**src/rtl/multicycle_ctrl_pkg.sv**
```systemverilog
// Shared encodings for the multicycle RISC-V controller: state codes, opcodes,
// ALU/immediate/select codes, and the per-state control word.
package multicycle_ctrl_pkg;

  typedef enum logic [3:0] {
    S_FETCH    = 4'd0,
    S_DECODE   = 4'd1,
    S_MEMADR   = 4'd2,
    S_MEMREAD  = 4'd3,
    S_MEMWB    = 4'd4,
    S_MEMWRITE = 4'd5,
    S_EXECUTER = 4'd6,
    S_EXECUTEI = 4'd7,
    S_ALUWB    = 4'd8,
    S_BEQ      = 4'd9,
    S_JAL      = 4'd10
  } state_t;

  localparam logic [6:0] OP_LOAD  = 7'b0000011;
  localparam logic [6:0] OP_STORE = 7'b0100011;
  localparam logic [6:0] OP_RTYPE = 7'b0110011;
  localparam logic [6:0] OP_ITYPE = 7'b0010011;
  localparam logic [6:0] OP_BEQ   = 7'b1100011;
  localparam logic [6:0] OP_JAL   = 7'b1101111;

  localparam logic [2:0] ALU_ADD = 3'b000;
  localparam logic [2:0] ALU_SUB = 3'b001;
  localparam logic [2:0] ALU_AND = 3'b010;
  localparam logic [2:0] ALU_OR  = 3'b011;
  localparam logic [2:0] ALU_SLT = 3'b101;

  localparam logic [1:0] ALUOP_ADD   = 2'b00;
  localparam logic [1:0] ALUOP_SUB   = 2'b01;
  localparam logic [1:0] ALUOP_FUNCT = 2'b10;

  localparam logic [1:0] IMM_I = 2'b00;
  localparam logic [1:0] IMM_S = 2'b01;
  localparam logic [1:0] IMM_B = 2'b10;
  localparam logic [1:0] IMM_J = 2'b11;

  localparam logic [1:0] SRCA_PC    = 2'b00;
  localparam logic [1:0] SRCA_OLDPC = 2'b01;
  localparam logic [1:0] SRCA_RD1   = 2'b10;

  localparam logic [1:0] SRCB_RD2  = 2'b00;
  localparam logic [1:0] SRCB_IMM  = 2'b01;
  localparam logic [1:0] SRCB_FOUR = 2'b10;

  localparam logic [1:0] RES_ALUOUT = 2'b00;
  localparam logic [1:0] RES_DATA   = 2'b01;
  localparam logic [1:0] RES_ALURES = 2'b10;

  typedef struct packed {
    logic       pc_update;
    logic       branch;
    logic       adr_src;
    logic       mem_write;
    logic       ir_write;
    logic       reg_write;
    logic [1:0] result_src;
    logic [1:0] alu_src_a;
    logic [1:0] alu_src_b;
    logic [1:0] alu_op;
  } ctrl_t;

  // Moore control word for a state; anything not set stays 0.
  function automatic ctrl_t ctrl_for(state_t s);
    ctrl_t c;
    c = '0;
    case (s)
      S_FETCH: begin
        c.ir_write = 1'b1; c.pc_update = 1'b1;
        c.alu_src_a = SRCA_PC; c.alu_src_b = SRCB_FOUR;
        c.alu_op = ALUOP_ADD; c.result_src = RES_ALURES;
      end
      S_DECODE: begin
        c.alu_src_a = SRCA_OLDPC; c.alu_src_b = SRCB_IMM; c.alu_op = ALUOP_ADD;
      end
      S_MEMADR: begin
        c.alu_src_a = SRCA_RD1; c.alu_src_b = SRCB_IMM; c.alu_op = ALUOP_ADD;
      end
      S_MEMREAD:  begin c.result_src = RES_ALUOUT; c.adr_src = 1'b1; end
      S_MEMWB:    begin c.result_src = RES_DATA; c.reg_write = 1'b1; end
      S_MEMWRITE: begin
        c.result_src = RES_ALUOUT; c.adr_src = 1'b1; c.mem_write = 1'b1;
      end
      S_EXECUTER: begin
        c.alu_src_a = SRCA_RD1; c.alu_src_b = SRCB_RD2; c.alu_op = ALUOP_FUNCT;
      end
      S_EXECUTEI: begin
        c.alu_src_a = SRCA_RD1; c.alu_src_b = SRCB_IMM; c.alu_op = ALUOP_FUNCT;
      end
      S_ALUWB: begin c.result_src = RES_ALUOUT; c.reg_write = 1'b1; end
      S_BEQ: begin
        c.alu_src_a = SRCA_RD1; c.alu_src_b = SRCB_RD2; c.alu_op = ALUOP_SUB;
        c.result_src = RES_ALUOUT; c.branch = 1'b1;
      end
      S_JAL: begin
        c.alu_src_a = SRCA_OLDPC; c.alu_src_b = SRCB_FOUR; c.alu_op = ALUOP_ADD;
        c.result_src = RES_ALUOUT; c.pc_update = 1'b1;
      end
      default: c = '0;
    endcase
    return c;
  endfunction

  function automatic logic [1:0] imm_src_for(logic [6:0] op);
    case (op)
      OP_STORE: return IMM_S;
      OP_BEQ:   return IMM_B;
      OP_JAL:   return IMM_J;
      default:  return IMM_I;
    endcase
  endfunction

endpackage

```
**src/rtl/multicycle_ctrl_if.sv**
```systemverilog
// Instruction/status inputs and datapath control outputs of multicycle_ctrl.
interface multicycle_ctrl_if;
  logic [6:0] op;
  logic [2:0] funct3;
  logic       funct7;
  logic       Zero_flag;
  // mem_ready is a per-cycle completion strobe: a memory access issued in the
  // current cycle is complete when mem_ready=1 in that same cycle.
  logic       mem_ready;

  logic       PCWrite;
  logic       AdrSrc;
  logic       MemWrite;
  logic       IRWrite;
  logic [1:0] ResultSrc;
  logic [1:0] ALUSrcA;
  logic [1:0] ALUSrcB;
  logic [2:0] ALU_control;
  logic [1:0] ImmSrc;
  logic       RegWrite;
  logic       illegal_op;
  logic [3:0] state;

  modport master (
    input  op, funct3, funct7, Zero_flag, mem_ready,
    output PCWrite, AdrSrc, MemWrite, IRWrite, ResultSrc, ALUSrcA, ALUSrcB,
           ALU_control, ImmSrc, RegWrite, illegal_op, state
  );

  modport slave (
    output op, funct3, funct7, Zero_flag, mem_ready,
    input  PCWrite, AdrSrc, MemWrite, IRWrite, ResultSrc, ALUSrcA, ALUSrcB,
           ALU_control, ImmSrc, RegWrite, illegal_op, state
  );
endinterface

```
**src/rtl/multicycle_ctrl_alu_dec.sv**
```systemverilog
// Combinational ALU decoder: maps ALUop plus funct fields to ALU_control.
module mc_alu_dec
  import multicycle_ctrl_pkg::*;
(
  input  logic [1:0] alu_op,
  input  logic [2:0] funct3,
  input  logic       funct7,
  input  logic       op5,
  output logic [2:0] alu_control
);

  always_comb begin
    alu_control = ALU_ADD;
    case (alu_op)
      ALUOP_ADD: alu_control = ALU_ADD;
      ALUOP_SUB: alu_control = ALU_SUB;
      ALUOP_FUNCT: begin
        case (funct3)
          // op5 separates R-type sub from I-type addi, whose imm[10] aliases funct7
          3'b000:  alu_control = (funct7 & op5) ? ALU_SUB : ALU_ADD;
          3'b010:  alu_control = ALU_SLT;
          3'b110:  alu_control = ALU_OR;
          3'b111:  alu_control = ALU_AND;
          default: alu_control = ALU_ADD;
        endcase
      end
      default: alu_control = ALU_ADD;
    endcase
  end

endmodule

```
**src/rtl/multicycle_ctrl.sv**
```systemverilog
// Multicycle RISC-V control FSM. Define MEM_WAIT_EN to make FETCH, MEMREAD and
// MEMWRITE wait on mem_ready; otherwise each memory state takes one cycle.
module multicycle_ctrl
  import multicycle_ctrl_pkg::*;
(
  input  logic              clk,
  input  logic              rst_n,
  multicycle_ctrl_if.master bus
);

  state_t state, next;
  ctrl_t  ctrl;
  logic   mem_ok;
  logic   in_mem_state;
  logic   advance;
  logic   legal;

`ifdef MEM_WAIT_EN
  assign mem_ok = bus.mem_ready;
`else
  assign mem_ok = 1'b1 | bus.mem_ready;
`endif

  assign in_mem_state = (state == S_FETCH) || (state == S_MEMREAD) || (state == S_MEMWRITE);
  assign advance      = !in_mem_state || mem_ok;

  assign legal = (bus.op == OP_LOAD) || (bus.op == OP_STORE) || (bus.op == OP_RTYPE) ||
                 (bus.op == OP_ITYPE) || (bus.op == OP_BEQ) || (bus.op == OP_JAL);

  always_comb begin
    next = state;
    case (state)
      S_FETCH:  next = advance ? S_DECODE : S_FETCH;
      S_DECODE: begin
        case (bus.op)
          OP_LOAD, OP_STORE: next = S_MEMADR;
          OP_RTYPE:          next = S_EXECUTER;
          OP_ITYPE:          next = S_EXECUTEI;
          OP_BEQ:            next = S_BEQ;
          OP_JAL:            next = S_JAL;
          default:           next = S_FETCH;
        endcase
      end
      S_MEMADR:   next = (bus.op == OP_LOAD) ? S_MEMREAD : S_MEMWRITE;
      S_MEMREAD:  next = advance ? S_MEMWB : S_MEMREAD;
      S_MEMWB:    next = S_FETCH;
      S_MEMWRITE: next = advance ? S_FETCH : S_MEMWRITE;
      S_EXECUTER: next = S_ALUWB;
      S_EXECUTEI: next = S_ALUWB;
      S_ALUWB:    next = S_FETCH;
      S_BEQ:      next = S_FETCH;
      S_JAL:      next = S_ALUWB;
      default:    next = S_FETCH;
    endcase
  end

  // Control word is registered alongside the state so it always matches it.
  always_ff @(posedge clk) begin
    if (!rst_n) begin
      state <= S_FETCH;
      ctrl  <= ctrl_for(S_FETCH);
    end else begin
      state <= next;
      ctrl  <= ctrl_for(next);
    end
  end

  assign bus.PCWrite    = rst_n & ((ctrl.pc_update & advance) | (ctrl.branch & bus.Zero_flag));
  assign bus.IRWrite    = rst_n & ctrl.ir_write & advance;
  assign bus.MemWrite   = rst_n & ctrl.mem_write & advance;
  assign bus.RegWrite   = rst_n & ctrl.reg_write;
  assign bus.illegal_op = rst_n & (state == S_DECODE) & !legal;
  assign bus.AdrSrc     = ctrl.adr_src;
  assign bus.ResultSrc  = ctrl.result_src;
  assign bus.ALUSrcA    = ctrl.alu_src_a;
  assign bus.ALUSrcB    = ctrl.alu_src_b;
  assign bus.ImmSrc     = imm_src_for(bus.op);
  assign bus.state      = state;

  mc_alu_dec u_alu_dec (
    .alu_op      (ctrl.alu_op),
    .funct3      (bus.funct3),
    .funct7      (bus.funct7),
    .op5         (bus.op[5]),
    .alu_control (bus.ALU_control)
  );

endmodule
```
**src/flat_wrapper.sv**
```systemverilog
// flat-port wrapper written by rule: the top's interface ports become plain ports
module multicycle_ctrl_flat import multicycle_ctrl_pkg::*;
  (clk, rst_n, bus_op, bus_funct3, bus_funct7, bus_Zero_flag, bus_mem_ready, bus_PCWrite, bus_AdrSrc, bus_MemWrite, bus_IRWrite, bus_ResultSrc, bus_ALUSrcA, bus_ALUSrcB, bus_ALU_control, bus_ImmSrc, bus_RegWrite, bus_illegal_op, bus_state);
  multicycle_ctrl_if bus_i ();
  input  logic clk;
  input  logic rst_n;
  input wire logic [$bits(bus_i.op)-1:0] bus_op;
  input wire logic [$bits(bus_i.funct3)-1:0] bus_funct3;
  input wire logic [$bits(bus_i.funct7)-1:0] bus_funct7;
  input wire logic [$bits(bus_i.Zero_flag)-1:0] bus_Zero_flag;
  input wire logic [$bits(bus_i.mem_ready)-1:0] bus_mem_ready;
  output wire logic [$bits(bus_i.PCWrite)-1:0] bus_PCWrite;
  output wire logic [$bits(bus_i.AdrSrc)-1:0] bus_AdrSrc;
  output wire logic [$bits(bus_i.MemWrite)-1:0] bus_MemWrite;
  output wire logic [$bits(bus_i.IRWrite)-1:0] bus_IRWrite;
  output wire logic [$bits(bus_i.ResultSrc)-1:0] bus_ResultSrc;
  output wire logic [$bits(bus_i.ALUSrcA)-1:0] bus_ALUSrcA;
  output wire logic [$bits(bus_i.ALUSrcB)-1:0] bus_ALUSrcB;
  output wire logic [$bits(bus_i.ALU_control)-1:0] bus_ALU_control;
  output wire logic [$bits(bus_i.ImmSrc)-1:0] bus_ImmSrc;
  output wire logic [$bits(bus_i.RegWrite)-1:0] bus_RegWrite;
  output wire logic [$bits(bus_i.illegal_op)-1:0] bus_illegal_op;
  output wire logic [$bits(bus_i.state)-1:0] bus_state;
  assign bus_i.op = bus_op;
  assign bus_i.funct3 = bus_funct3;
  assign bus_i.funct7 = bus_funct7;
  assign bus_i.Zero_flag = bus_Zero_flag;
  assign bus_i.mem_ready = bus_mem_ready;
  assign bus_PCWrite = bus_i.PCWrite;
  assign bus_AdrSrc = bus_i.AdrSrc;
  assign bus_MemWrite = bus_i.MemWrite;
  assign bus_IRWrite = bus_i.IRWrite;
  assign bus_ResultSrc = bus_i.ResultSrc;
  assign bus_ALUSrcA = bus_i.ALUSrcA;
  assign bus_ALUSrcB = bus_i.ALUSrcB;
  assign bus_ALU_control = bus_i.ALU_control;
  assign bus_ImmSrc = bus_i.ImmSrc;
  assign bus_RegWrite = bus_i.RegWrite;
  assign bus_illegal_op = bus_i.illegal_op;
  assign bus_state = bus_i.state;
  multicycle_ctrl u_core (.clk(clk), .rst_n(rst_n), .bus(bus_i));
endmodule
```
**config.mk**
```make
export PLATFORM = sky130hd
export DESIGN_NAME = multicycle_ctrl_flat
export DESIGN_NICKNAME = d
export VERILOG_FILES = /design/src/rtl/multicycle_ctrl_pkg.sv /design/src/rtl/multicycle_ctrl_if.sv /design/src/rtl/multicycle_ctrl_alu_dec.sv /design/src/rtl/multicycle_ctrl.sv /design/src/flat_wrapper.sv
export SDC_FILE = /design/constraint.sdc
export NUM_CORES = 1
export LEC_CHECK = 0
export CAP_MARGIN = 20
export CORE_MARGIN = 4
export CORE_UTILIZATION = 45
export DETAILED_ROUTE_END_ITERATION = 7
export PLACE_DENSITY = 0.82
export SYNTH_ARGS = -nofsm -noshare
export SYNTH_HDL_FRONTEND = slang
export SYNTH_SLANG_ARGS = --single-unit
```
**constraint.sdc**
```tcl
create_clock -name clk -period 2.45 [get_ports clk]
set_input_delay 0.49 -clock clk [delete_from_list [all_inputs] [get_ports clk]]
set_output_delay 0.49 -clock clk [all_outputs]
set_load 0.1 [all_outputs]
```
# Word level (Yosys, flattened, before mapping)
# Cells that the tools add are included.
# totals
output_inout_bits,21
input_bits,15
register_bits,18
elab_cells,76
# op_classes
muxes,15
eq_ne,27
bitwise_logic,9
n_reduce_logical,14
# op_table
operator,count
$pmux 6 s7,1
$pmux 4 s5,2
$eq 4x3->1 const B,6
$eq 4x2->1 const B,4
$eq 4x4->1 const B,4
$eq 7x6->1 const B,2
$eq 7x7->1 const B,2
$pmux 3 s4,1
$and 1x1->1,8
$eq 4x1->1 const B,2
$logic_not 4->1,2
$reduce_or 2->1,4
$eq 7x2->1 const B,1
$eq 7x5->1 const B,1
$mux 1,7
$eq 3x3->1 const B,2
$pmux 2 s3,1
$pmux 3 s2,1
$logic_or 1x1->1,5
$pmux 2 s2,1
$eq 3x2->1 const B,1
$logic_not 3->1,1
$mux 3,1
$reduce_or 3->1,1
4 further kinds,4

# Longest topological paths before layout
# logic_depth
ltp_word,8
depth_mapped,6

# By module
# A second synthesis with hierarchy kept.
# unflattened
hier_cells,104
area_unflattened_um2,982.2
# modules_own_cells
module,n_inst,area_per_inst_um2,seq_area_each_um2,cells_per_inst
multicycle_ctrl,1,885.8,360.3,93
mc_alu_dec,1,96.3,0.0,11

# Worst setup path before layout
# Ideal clock, no wire load.
# synth_path
path_kind,in2out
startpoint,input bus_op[4]
endpoint,output bus_illegal_op
path_stages,3
arrival_time_ns,4.136
n_path_buf,0
setup_slack_ns,-2.176
path_cell_list,nand3b_1 -> nor3_1 -> nor2_1
# synth_between
elab_chain_cells,8
# synth_rtl
item,line_no,rtl
start: declaration,flat_wrapper.sv:7,input wire logic [$bits(bus_i.op)-1:0] bus_op;
$eq 7x2->1 or $eq 7x6->1 (tied branches),multicycle_ctrl.sv:27,assign legal = (bus.op == OP_LOAD) || (bus.op == OP_STORE) || (bus.op == OP_RTYPE) ||
$logic_or 1x1->1 (3 in a row),multicycle_ctrl.sv:27,
$logic_or 1x1->1,multicycle_ctrl.sv:28,(bus.op == OP_ITYPE) || (bus.op == OP_BEQ) || (bus.op == OP_JAL);
$logic_or 1x1->1 *,multicycle_ctrl.sv:28,
$logic_not 1->1 *,multicycle_ctrl.sv:72,assign bus.illegal_op = rst_n & (state == S_DECODE) & !legal;
$and 1x1->1 *,multicycle_ctrl.sv:72,
end: declaration,flat_wrapper.sv:22,output wire logic [$bits(bus_i.illegal_op)-1:0] bus_illegal_op;
# Every way passes the cells marked *; elsewhere a longest branch is shown, timed or not.

# Worst setup path after layout
# layout_path
startpoint,input bus_op[6]
endpoint,output bus_illegal_op
# Same word-level chain as after synthesis.

==> summary.md <==
| Metric | Value |
|---|---|
| Initial antenna violation count | 0 |
| GRT overflow | 0 |
| Root Buffer | clkbuf_4 |
| CTS Buf Count | 3 |
| All-Layer GR Usage | 0.1738 |
| Met2 usage | 0.3079 |
| Yosys reg bits | 17 |
| # Post-CTS Setup Buffers | 0 |
| Fin. max-slew vios | 0 |
| Hold_sp | u_core.bus.state[0] |
| Leak pwr | slightly below 0.6 nW |
| CP max FO | 6 |
| Total wire length | about 2200 µm |
| Routed WL per cell | about 13 µm |
| PD cells | between 400 and 500 nW/µm² |
| Fillcell total | 159 |
| Num rows | 16 |
| Crit path largest cell delay | 0.57 ns |
| DRC viols | 0 |
| First-pass GRT wire length | between 3000 and 4000 µm |
| GR peak layer | met2 |
| Final core occ | 0.7255 |
| Sum Neg Setup Slack | 0 ns |
| Diodes inserted | 0 |
| IO Count | 36 |
| Crit-path slowest cell | clkdlybuf4s50_1 |
| Core Area | about 1900 µm² |
| Die H | 53.05 µm |
| H-Tree Depth | 1 |
| Total power | ~620 µW |
| Area Growth Syn to Fin | 54.25% |
| DP Worst Slack | between 0.06 and 0.07 ns |
| Critical path class | input port to output port |
| Worst slew pin tran | approximately 0.43 ns |
| Ys Warns | 0 |
| Worst setup slack after layout | 0.1135 ns |
| Mapped Area | 913.4 µm² |
| Die ar. | roughly 2800 µm² |
| Drt first pass iters | 4 |
| Setup Viol. Count Final | 0 |
| Crit share post-route | 0.9537 |
| # clock sinks | 17 |
| Worst r2r src | u_core.bus.state[1] |
| CP delay by family, top | buffers and inverters |
| Most frequent cells in the layout | 16 x buf_4, 16 x dfxtp_1, 13 x clkdlybuf4s50_1 |
| Crit. End Element | output port |
| Crit path cell chain | clkdlybuf4s50_1, nand3b_1, nor3_4, nor2_2, buf_12 |
| Post-Syn Nets | ~130 |
| Routed via count | between 800 and 900 |
| Min-delay worst type | flip-flop to flip-flop |
| Syn avg cell area | approximately 8.5 µm² |
| Clk pin slew, worst setup/hold paths | 0.08 ns |
| Unique masters post-synth | 39 |
| CP Data Required Time | 1.96 ns |
| Routed vias/inst | 5.271 |
| Vias in the first global route | ~860 |
| CTS tree | built |
| Peak supply drop | about 0.30 mV |
| WP data arrival | 1.85 ns |
| CP Launch Type | input port |
| Crit. Startpoint | bus_op[6] |
| Pin count of the biggest net entering global routing | 12 |
| Clock buffer depth | 2 |
| I/O Buffers | 34 |
| ANT nets after route | 0 |
| Final Skew | around 0.00074 ns |
| Post-DP HPWL | 1802 µm |
| Final Hold Vio Count | 0 |
| Max-capacitance violation count | 0 |
| Inst Count DP | between 150 and 200 |
| Buffers & Inverters on Critical Path | 2 |
| RSZ-0062 raised after global routing | false |
| Met1 Use GR | 0.1997 |
| Die width | 53.05 µm |
| Layout net count | about 160 |
| Iter 0 DRT Violations | 14 |
| Layout cells sized above 1 | 0.3217 |
| Non-Filler Instances | 170 |
| Slew HR | 0.7162 |
| Initial core utilization | 0.4704 |
| Post-Syn Instances | approximately 110 |
| Clk_lat worst skew | 0.29 ns |
| Min Clock Period, post-route | 2.336 ns |
| Final Wtd Congestion | about 0.81 |
| Status | completed |
| Fmax achieved | ~430 MHz |
| Sequential area share after synthesis | 0.3726 |
| Grt met3 use | 0.05070 |
## state kept, by name (all words and copies together) (netlist names)
signal / flops
u_core.bus.AdrSrc: 1
u_core.bus.ALUSrcA: 2
u_core.ctrl: 6
u_core.bus.ALUSrcB: 2
u_core.bus.ResultSrc: 2
u_core.bus.state: 4
## synthesized netlist by cell type (all sizes together)
library cell,number,area [µm²]
nor4,3,18.77
and4bb,1,12.51
and4,1,8.760
a31oi,2,12.51
ha,2,25.02
clkbuf,1,3.750
a31o,1,8.760
nand3b,1,7.510
a21boi,1,7.510
nand3,5,30.03
inv,8,30.03
dfxtp,17,340.3
a2111oi,1,8.760
o311ai,2,17.52
nor2b,1,6.260
buf,7,50.04
o21ai,4,20.02
nand2b,1,6.260
and3b,1,10.01
nand4,1,6.260
o31ai,3,22.52
nand4b,1,8.760
mux2,1,11.26
xor2,1,8.760
and2,3,18.77
or2,2,12.51
nand2,9,33.78
nor3,6,30.03
nor4b,2,32.53
or2b,2,16.27
and3,1,6.260
a22oi,1,7.510
nor2,10,37.54
a21oi,5,36.29
## worst register-to-register path, cell delays in order (launching register included)
cell and delay [ns]:
dfxtp_1 0.42, nor4b_4 0.47, nand3_2 0.19, a21oi_4 0.26, nand3_1 0.16, o31ai_1 0.26
## layer usage
layer,vias to the layer above,part of all wire
met5,-,0
met3,2,0.054
met1,422,0.41
met2,21,0.52
li1,451,-
met4,0,0.0094
## final timing paths
kind / end / slack (ns) / cells past startpoint
min: u_core.bus.ALUSrcB[0] / 0.66 / 3
max reg2reg: u_core.bus.ALUSrcB[0] / 0.60 / 5
min reg2reg: u_core.bus.ALUSrcB[0] / 0.66 / 3
max: bus_illegal_op / 0.11 / 5
## stage by stage
stage / hold slack, ns / instance area [µm²]
global placement: 0.6424 / 1380
finish: 0.6602 / 1409
floorplan: 0.6552 / 949.7
global route: 0.7287 / 1409
CTS: 0.6654 / 1406
detailed placement: 0.6413 / 1380
## logic make-up (layout without fill, tap and decap cells)
kind of cell,Yosys count,after routing,share of synthesized area
buf+inv,16,51,0.09177
fa+ha+maj,2,2,0.02739
simple gates,51,51,0.3315
xor+xnor,1,1,0.009591
mux,1,1,0.01233
flops,17,17,0.3726
compound gates,20,20,0.1548
## layout make-up
class	count	area [µm²]	share of cell area
Clock buffer	4	26.28	0.01865
Inverter	8	30.03	0.02131
Multi-Input combinational cell	75	526.8	0.3739
Sequential cell	17	341.6	0.2425
Tap cell	27	33.78	0.02398
Timing Repair Buffer	39	450.4	0.3197
## what timing repair did
item | in CTS | in global routing
resized for setup | 0 | 1
hold buffers | 0 | 0
endpoints found under the setup margin | 0 | 1
## where the power goes
part / switching [mW] / internal (mW)
clock network: 0.0819 / 0.0635
registers: 0.00570 / 0.285
logic: 0.120 / 0.0638
Note: power is estimated with default switching activity, not from simulation.
